--- src/rtl/seg7_pkg.sv ---
// seg7_pkg: shared 7-segment pattern table and frame FSM states
package seg7_pkg;
  localparam logic [6:0] SEG_0     = 7'b0000001;
  localparam logic [6:0] SEG_1     = 7'b1001111;
  localparam logic [6:0] SEG_2     = 7'b0010010;
  localparam logic [6:0] SEG_3     = 7'b0000110;
  localparam logic [6:0] SEG_4     = 7'b1001100;
  localparam logic [6:0] SEG_5     = 7'b0100100;
  localparam logic [6:0] SEG_6     = 7'b0100000;
  localparam logic [6:0] SEG_7     = 7'b0001111;
  localparam logic [6:0] SEG_8     = 7'b0000000;
  localparam logic [6:0] SEG_9     = 7'b0000100;
  localparam logic [6:0] SEG_BLANK = 7'b1111111;
  localparam logic [3:0] BCD_BLANK = 4'hF;
  localparam int SEG_A  = 7;
  localparam int SEG_G  = 1;
  localparam int SEG_DP = 0;
  typedef enum logic {COLLECT, PULSE} frame_state_e;
endpackage

--- src/rtl/seg7_to_bcd.sv ---
// seg7_to_bcd: active-low segment pattern (a..g) back to BCD with validity flag
module seg7_to_bcd
  import seg7_pkg::*;
(
  input  logic [6:0] seg,
  output logic [3:0] bcd,
  output logic       valid
);
  always_comb begin
    bcd = seg == SEG_0 ? 4'd0 : seg == SEG_1 ? 4'd1 : seg == SEG_2 ? 4'd2 :
          seg == SEG_3 ? 4'd3 : seg == SEG_4 ? 4'd4 : seg == SEG_5 ? 4'd5 :
          seg == SEG_6 ? 4'd6 : seg == SEG_7 ? 4'd7 : seg == SEG_8 ? 4'd8 :
          seg == SEG_9 ? 4'd9 : BCD_BLANK;
    valid = bcd != BCD_BLANK || seg == SEG_BLANK;
  end
endmodule

--- src/rtl/seg7_scan_capture.sv ---
// seg7_scan_capture: debounce and decode a scanned 7-seg display into a digit register file
module seg7_scan_capture
  import seg7_pkg::*;
#(
  parameter int N_DIGITS   = 4,
  parameter int STABLE_CNT = 3
) (
  input  logic                  clk,
  input  logic                  rst_n,
  input  logic                  ce,
  input  logic [7:0]            seg,
  input  logic [N_DIGITS-1:0]   an,
  output logic [4*N_DIGITS-1:0] digits,
  output logic [N_DIGITS-1:0]   dp,
  output logic                  frame_valid,
  output logic                  seg_err,
  output logic                  an_err
);
  localparam int IW = N_DIGITS > 1 ? $clog2(N_DIGITS) : 1;
  localparam logic [3:0] SC = 4'(STABLE_CNT);
  logic ce_q, an_ok, bcd_ok, qual, same, commit;
  logic [7:0] seg_q, last_seg;
  logic [N_DIGITS-1:0] an_q, seen, seen_or, seen_n, commit_mask;
  logic [IW-1:0] idx, last_idx;
  logic [3:0] cnt, cnt_n, bcd;
  frame_state_e state, state_n;
  seg7_to_bcd u_dec (.seg(seg_q[SEG_A:SEG_G]), .bcd(bcd), .valid(bcd_ok));
  always_comb begin
    idx = '0;
    for (int i = 0; i < N_DIGITS; i++)
      if (!an_q[i]) idx = IW'(i);
  end
  assign an_ok = $onehot(~an_q);
  assign qual  = ce_q && an_ok && bcd_ok;
  assign same  = idx == last_idx && seg_q == last_seg;
  assign cnt_n = !ce_q ? cnt : !qual ? 4'd0 : !same ? 4'd1 : cnt == SC ? cnt : cnt + 4'd1;
  // a saturated run must not recommit, but a fresh run reaching SC (SC=1) must
  assign commit      = qual && cnt_n == SC && !(same && cnt == SC);
  assign commit_mask = commit ? N_DIGITS'(1) << idx : '0;
  assign seen_or     = seen | commit_mask;
  always_comb begin
    state_n     = state == COLLECT && &seen_or ? PULSE : COLLECT;
    seen_n      = state == COLLECT && &seen_or ? '0 : seen_or;
    frame_valid = state == PULSE;
  end
  always_ff @(posedge clk) begin
    if (!rst_n) begin
      ce_q     <= 1'b0;
      seg_q    <= '1;
      an_q     <= '1;
      cnt      <= '0;
      last_idx <= '0;
      last_seg <= '0;
      seen     <= '0;
      state    <= COLLECT;
      digits   <= {N_DIGITS{BCD_BLANK}};
      dp       <= '0;
      seg_err  <= 1'b0;
      an_err   <= 1'b0;
    end else begin
      ce_q    <= ce;
      seg_q   <= seg;
      an_q    <= an;
      cnt     <= cnt_n;
      seen    <= seen_n;
      state   <= state_n;
      an_err  <= ce_q && !an_ok;
      seg_err <= ce_q && an_ok && !bcd_ok;
      if (qual) begin
        last_idx <= idx;
        last_seg <= seg_q;
      end
      if (commit) begin
        digits[4*idx +: 4] <= bcd;
        dp[idx]            <= ~seg_q[SEG_DP];
      end
    end
  end
endmodule

--- config.mk ---
export PLATFORM = sky130hd
export DESIGN_NAME = seg7_scan_capture
export DESIGN_NICKNAME = d
export VERILOG_FILES = /design/src/rtl/seg7_pkg.sv /design/src/rtl/seg7_to_bcd.sv /design/src/rtl/seg7_scan_capture.sv
export SDC_FILE = /design/constraint.sdc
export NUM_CORES = 1
export LEC_CHECK = 0
export BUFFER_PORTS_ARGS = -buffer_cell sky130_fd_sc_hd__buf_4
export CORE_MARGIN = 2
export CORE_UTILIZATION = 40
export CTS_BUF_LIST = sky130_fd_sc_hd__clkbuf_16
export DETAILED_ROUTE_END_ITERATION = 16
export GPL_ROUTABILITY_DRIVEN = 0
export PLACE_DENSITY = 0.6
export SLEW_MARGIN = 5
export SYNTH_ARGS = -nofsm -noshare
export SYNTH_HDL_FRONTEND = slang
export SYNTH_SLANG_ARGS = --single-unit
--- constraint.sdc ---
create_clock -name clk -period 2.5 [get_ports clk]
set_input_delay 0.25 -clock clk [delete_from_list [all_inputs] [get_ports clk]]
set_output_delay 0.25 -clock clk [all_outputs]
set_load 0.02 [all_outputs]
==> flow_metrics.py <==
metrics = {
    "worst_setup_path": {
        "critPathKind": "reg2reg",
        "crit_slowest_cell": "fa_1",
        "crit_fanout": 8,
        "cp_cell_sequence": "fa_1, inv_1, ha_2, ha_4, and4bb_2, nand4_4, nor3b_2, nand4_1, buf_4, buf_6, or2_1, a21boi_1",
        "critPathArrivalTime_ns": 3.04,
        "cp_slowest_stage_delay_ns": 0.53,
        "critPathLaunchType": "register",
        "critPathRequiredTime_ns": 2.73,
        "crit_path_end_kind": "register",
    },
    "pwr": {
        "p_int_mw": 1.33,
        "p_total_mw": 1.76,
        "power_switching_uw": 430,
        "p_leak_nw": 1.42,
        "p_comb_share_pct": 10.2,
        "seqPwrFrac_pct": 51.2,
        "vdd_ir_drop_max_mv": 0.315,
        "cellPowerDensity_nw_per_um2": 499,
        "p_sw_share_pct": 24.4,
        "clkPwrFrac_pct": 38.6,
    },
    "synth": {
        "synth_async_sr_flop_share_pct": 0,
        "syn-cell-area_sq_um": 2730,
        "muxShareOfSynthArea_pct": 3.30,
        "synthFlopType": "dfxtp_1",
        "yosysTopAreaCell": "dfxtp_1",
        "postSynthCellCount": 296,
        "synth-simple-area-share_pct": 31.5,
        "synth_area_leaders": "dfxtp_1 40%, nand2_1 5.0%, nand2b_1 3.9%",
        "synth_cell_types": 58,
        "synth_top_area_share_pct": 39.6,
        "ys.warnings.count": 0,
        "ys_seq_elements": 54,
        "synth_xor_area_share_pct": 3.21,
        "synth_compound_gate_area_share_pct": 13.8,
        "seq_area_frac_synth_pct": 39.6,
        "synthesis.nets": 319,
        "avgSynthCellArea_sq_um": 9.22,
        "synth.top_cells.by_count": "54 x dfxtp_1, 36 x nand2_1, 17 x nand2b_1, 13 x nor2b_1, 11 x nand3_1",
        "post_synth_fa_ha_maj_area_fraction_pct": 3.94,
        "synth_edf_count": 0,
        "synth_top_family_by_area": "simple AND/OR/NAND/NOR gates",
        "yosysMostFrequentCell": "dfxtp_1",
    },
    "grt": {
        "grt_max_degree": 54,
        "grtUsageTotal_pct": 16.6,
        "grt_pass1_vias": 2049,
        "antenna_found_initial": 0,
        "grt_pass1_wl_um": 9880,
        "grt.overflow.total": 0,
    },
    "sta": {
        "fmax_ghz": 0.355,
        "worst_slew_pin_slew_ns": 0.593,
        "final-hold-violation-count": 0,
        "slew_violations": 0,
        "post-route-period-util_pct": 113,
        "min_period_ns": 2.81,
        "max_slew_margin_pct": 60.4,
        "setup_viol": 25,
        "fin_skew_ns": 0.00665,
        "rsz0062_at_grt": "yes",
        "fin_ws_ns": -0.314,
    },
    "die": {
        "ios": 38,
        "rows": 30,
        "start_util_pct": 40.8,
        "die_h_um": 86.6,
        "die-area_sq_um": 7500,
        "coreArea_sq_um": 6680,
        "die_w_um": 86.6,
    },
    "routing": {
        "wl_um": 5920,
        "firstDrtPassIters": 4,
        "viasPerCell": 5.27,
        "ant_nets": 0,
        "wire_per_inst_um": 13.8,
        "drtIter0Drc": 135,
        "post-route-drc-count": 0,
        "vias": 2254,
    },
    "run_status": {
        "violations": "setup timing",
        "outcome": "finished with violations",
    },
    "final_layout": {
        "fin_area_sq_um": 3530,
        "area_growth_pct": 29.4,
        "final_nets": 370,
        "drive_gt1_share_pct": 31.6,
        "antenna_cells": 0,
    },
    "clocking": {
        "cts.sinks": 54,
        "cts_tree": "built",
        "numCtsBuffers": 5,
        "cts-root-buf": "clkbuf_16",
        "h-tree-depth": 2,
        "cts.clk_slew.worst_paths_ns": 0.07,
        "clockBufferDepth": 2,
        "clock_latency_ns": 0.29,
    },
    "placed_design": {
        "pre_cts_slack_ns": -0.344,
        "dpl_cell_area_sq_um": 3200,
        "io_buffers": 37,
        "dp_hpwl_um": 4170,
    },
    "flow_run": {
        "drv_cap": 0,
    },
    "hold_path": {
        "hp-class": "in2reg",
    },
}
-- power by group through the flow --
| stage | clock network [mW] | registers (mW) | logic (mW) |
|---|---|---|---|
| 6_report | 0.680 | 0.903 | 0.180 |
| 3_5_place_dp | 0 | 0.923 | 0.172 |
| 4_1_cts | 0.700 | 0.903 | 0.176 |
| 2_1_floorplan | 0 | 0.907 | 0.134 |
| 3_3_place_gp | 0 | 0.923 | 0.171 |
| 5_1_grt | 0.744 | 0.907 | 0.200 |
-- kinds of logic after synthesis --
group                      count (synthesis)
and+or+nand+nor                          144
DFF                                       54
AOI/OAI and AO/OA                         46
buffers and inverters                     25
xor gates and xnor gates                  10
muxes                                      9
adders and majority gates                  8
-- cells in the final DEF (no fill, tap or decap), types with 6 or more instances in the layout --
master | synthesis | layout
nand2_1 | 36 | 26
mux2i_1 | 9 | 9
xnor2_1 | 8 | 8
nor3_1 | 6 | 6
dfxtp_1 | 54 | 52
nor2b_1 | 13 | 13
nand2b_1 | 17 | 17
nor2_1 | 9 | 9
buf_4 | 2 | 52
nand2_2 | 0 | 9
nand3_1 | 11 | 7
buf_6 | 2 | 7
nand4_1 | 8 | 8
inv_1 | 8 | 8
clkbuf_16 | 0 | 6
o21ai_0 | 6 | 6
-- sequential cells by signal, indices dropped and copies added, names as in the netlist --
| name | count |
|---|---|
| an_q | 4 |
| ce_q | 1 |
| seen | 4 |
| dp | 4 |
| frame_valid | 1 |
| seg_err | 1 |
| last_seg | 8 |
| seg_q | 8 |
| last_idx | 2 |
| digits | 16 |
| cnt | 4 |
| an_err | 1 |
-- timing repair --
item	4_1_cts	5_1_grt
buffers inserted	4	2
pin swaps	16	8
gates cloned	1	1
setup endpoints to repair	33	32
hold buffers	0	0
gates resized for setup	26	11
hold endpoints to repair	0	0
-- worst paths after layout --
| path | startpoint | endpoint | slack, ns | depth (start not counted) |
|---|---|---|---|---|
| max | an_q[0] | dp[0] | -0.31 | 12 |
| min | seg[1] | seg_q[1] | 0.13 | 2 |
| max reg2reg | an_q[0] | dp[0] | -0.31 | 12 |
| min reg2reg | dp[2] | dp[2] | 0.45 | 2 |
-- layout make-up --
type,count,area (sq um)
Timing Repair Buffer,61,514
Clock buffer,5,125
Tap cell,80,100
Clock inverter,3,21.3
Fill cell,630,3150
Sequential cell,54,1080
Inverter,8,30.0
Multi-Input combinational cell,217,1660
-- through the flow --
| stage | util, % | TNS [ns] | cells | hold WS (ns) |
|---|---|---|---|---|
| after detailed placement | 47.9 | -5.63 | 413 | 0.435 |
| after global placement | 47.9 | -3.98 | 413 | 0.431 |
| final | 52.9 | -5.23 | 428 | 0.134 |
| after floorplan | - | -1.06 | 296 | 0.351 |
| after CTS | 51.6 | -4.98 | 425 | 0.132 |
| after global routing | 52.9 | -8.37 | 428 | 0.131 |
-- per-layer routing --
| layer | vias to the layer above | wire length, um | track usage, % |
|---|---|---|---|
| li1 | 1163 | - | - |
| met1 | 1048 | 2790 | 20.8 |
| met2 | 37 | 2880 | 28.6 |
| met3 | 6 | 172 | 3.52 |
| met4 | 0 | 78 | 4.69 |
| met5 | - | 0 | 0 |
-- worst max-delay path, delay by kind of cell, from the launching register on --
kind | cells | cell delay [ns]
AO/OA/AOI/OAI | 1 | 0.11
AND/OR/NAND/NOR | 5 | 1.04
adder cells (fa/ha/maj) | 3 | 0.91
flip-flops | 1 | 0.32
buffers and inverters | 3 | 0.38
Power figures use the tool's default switching activity.
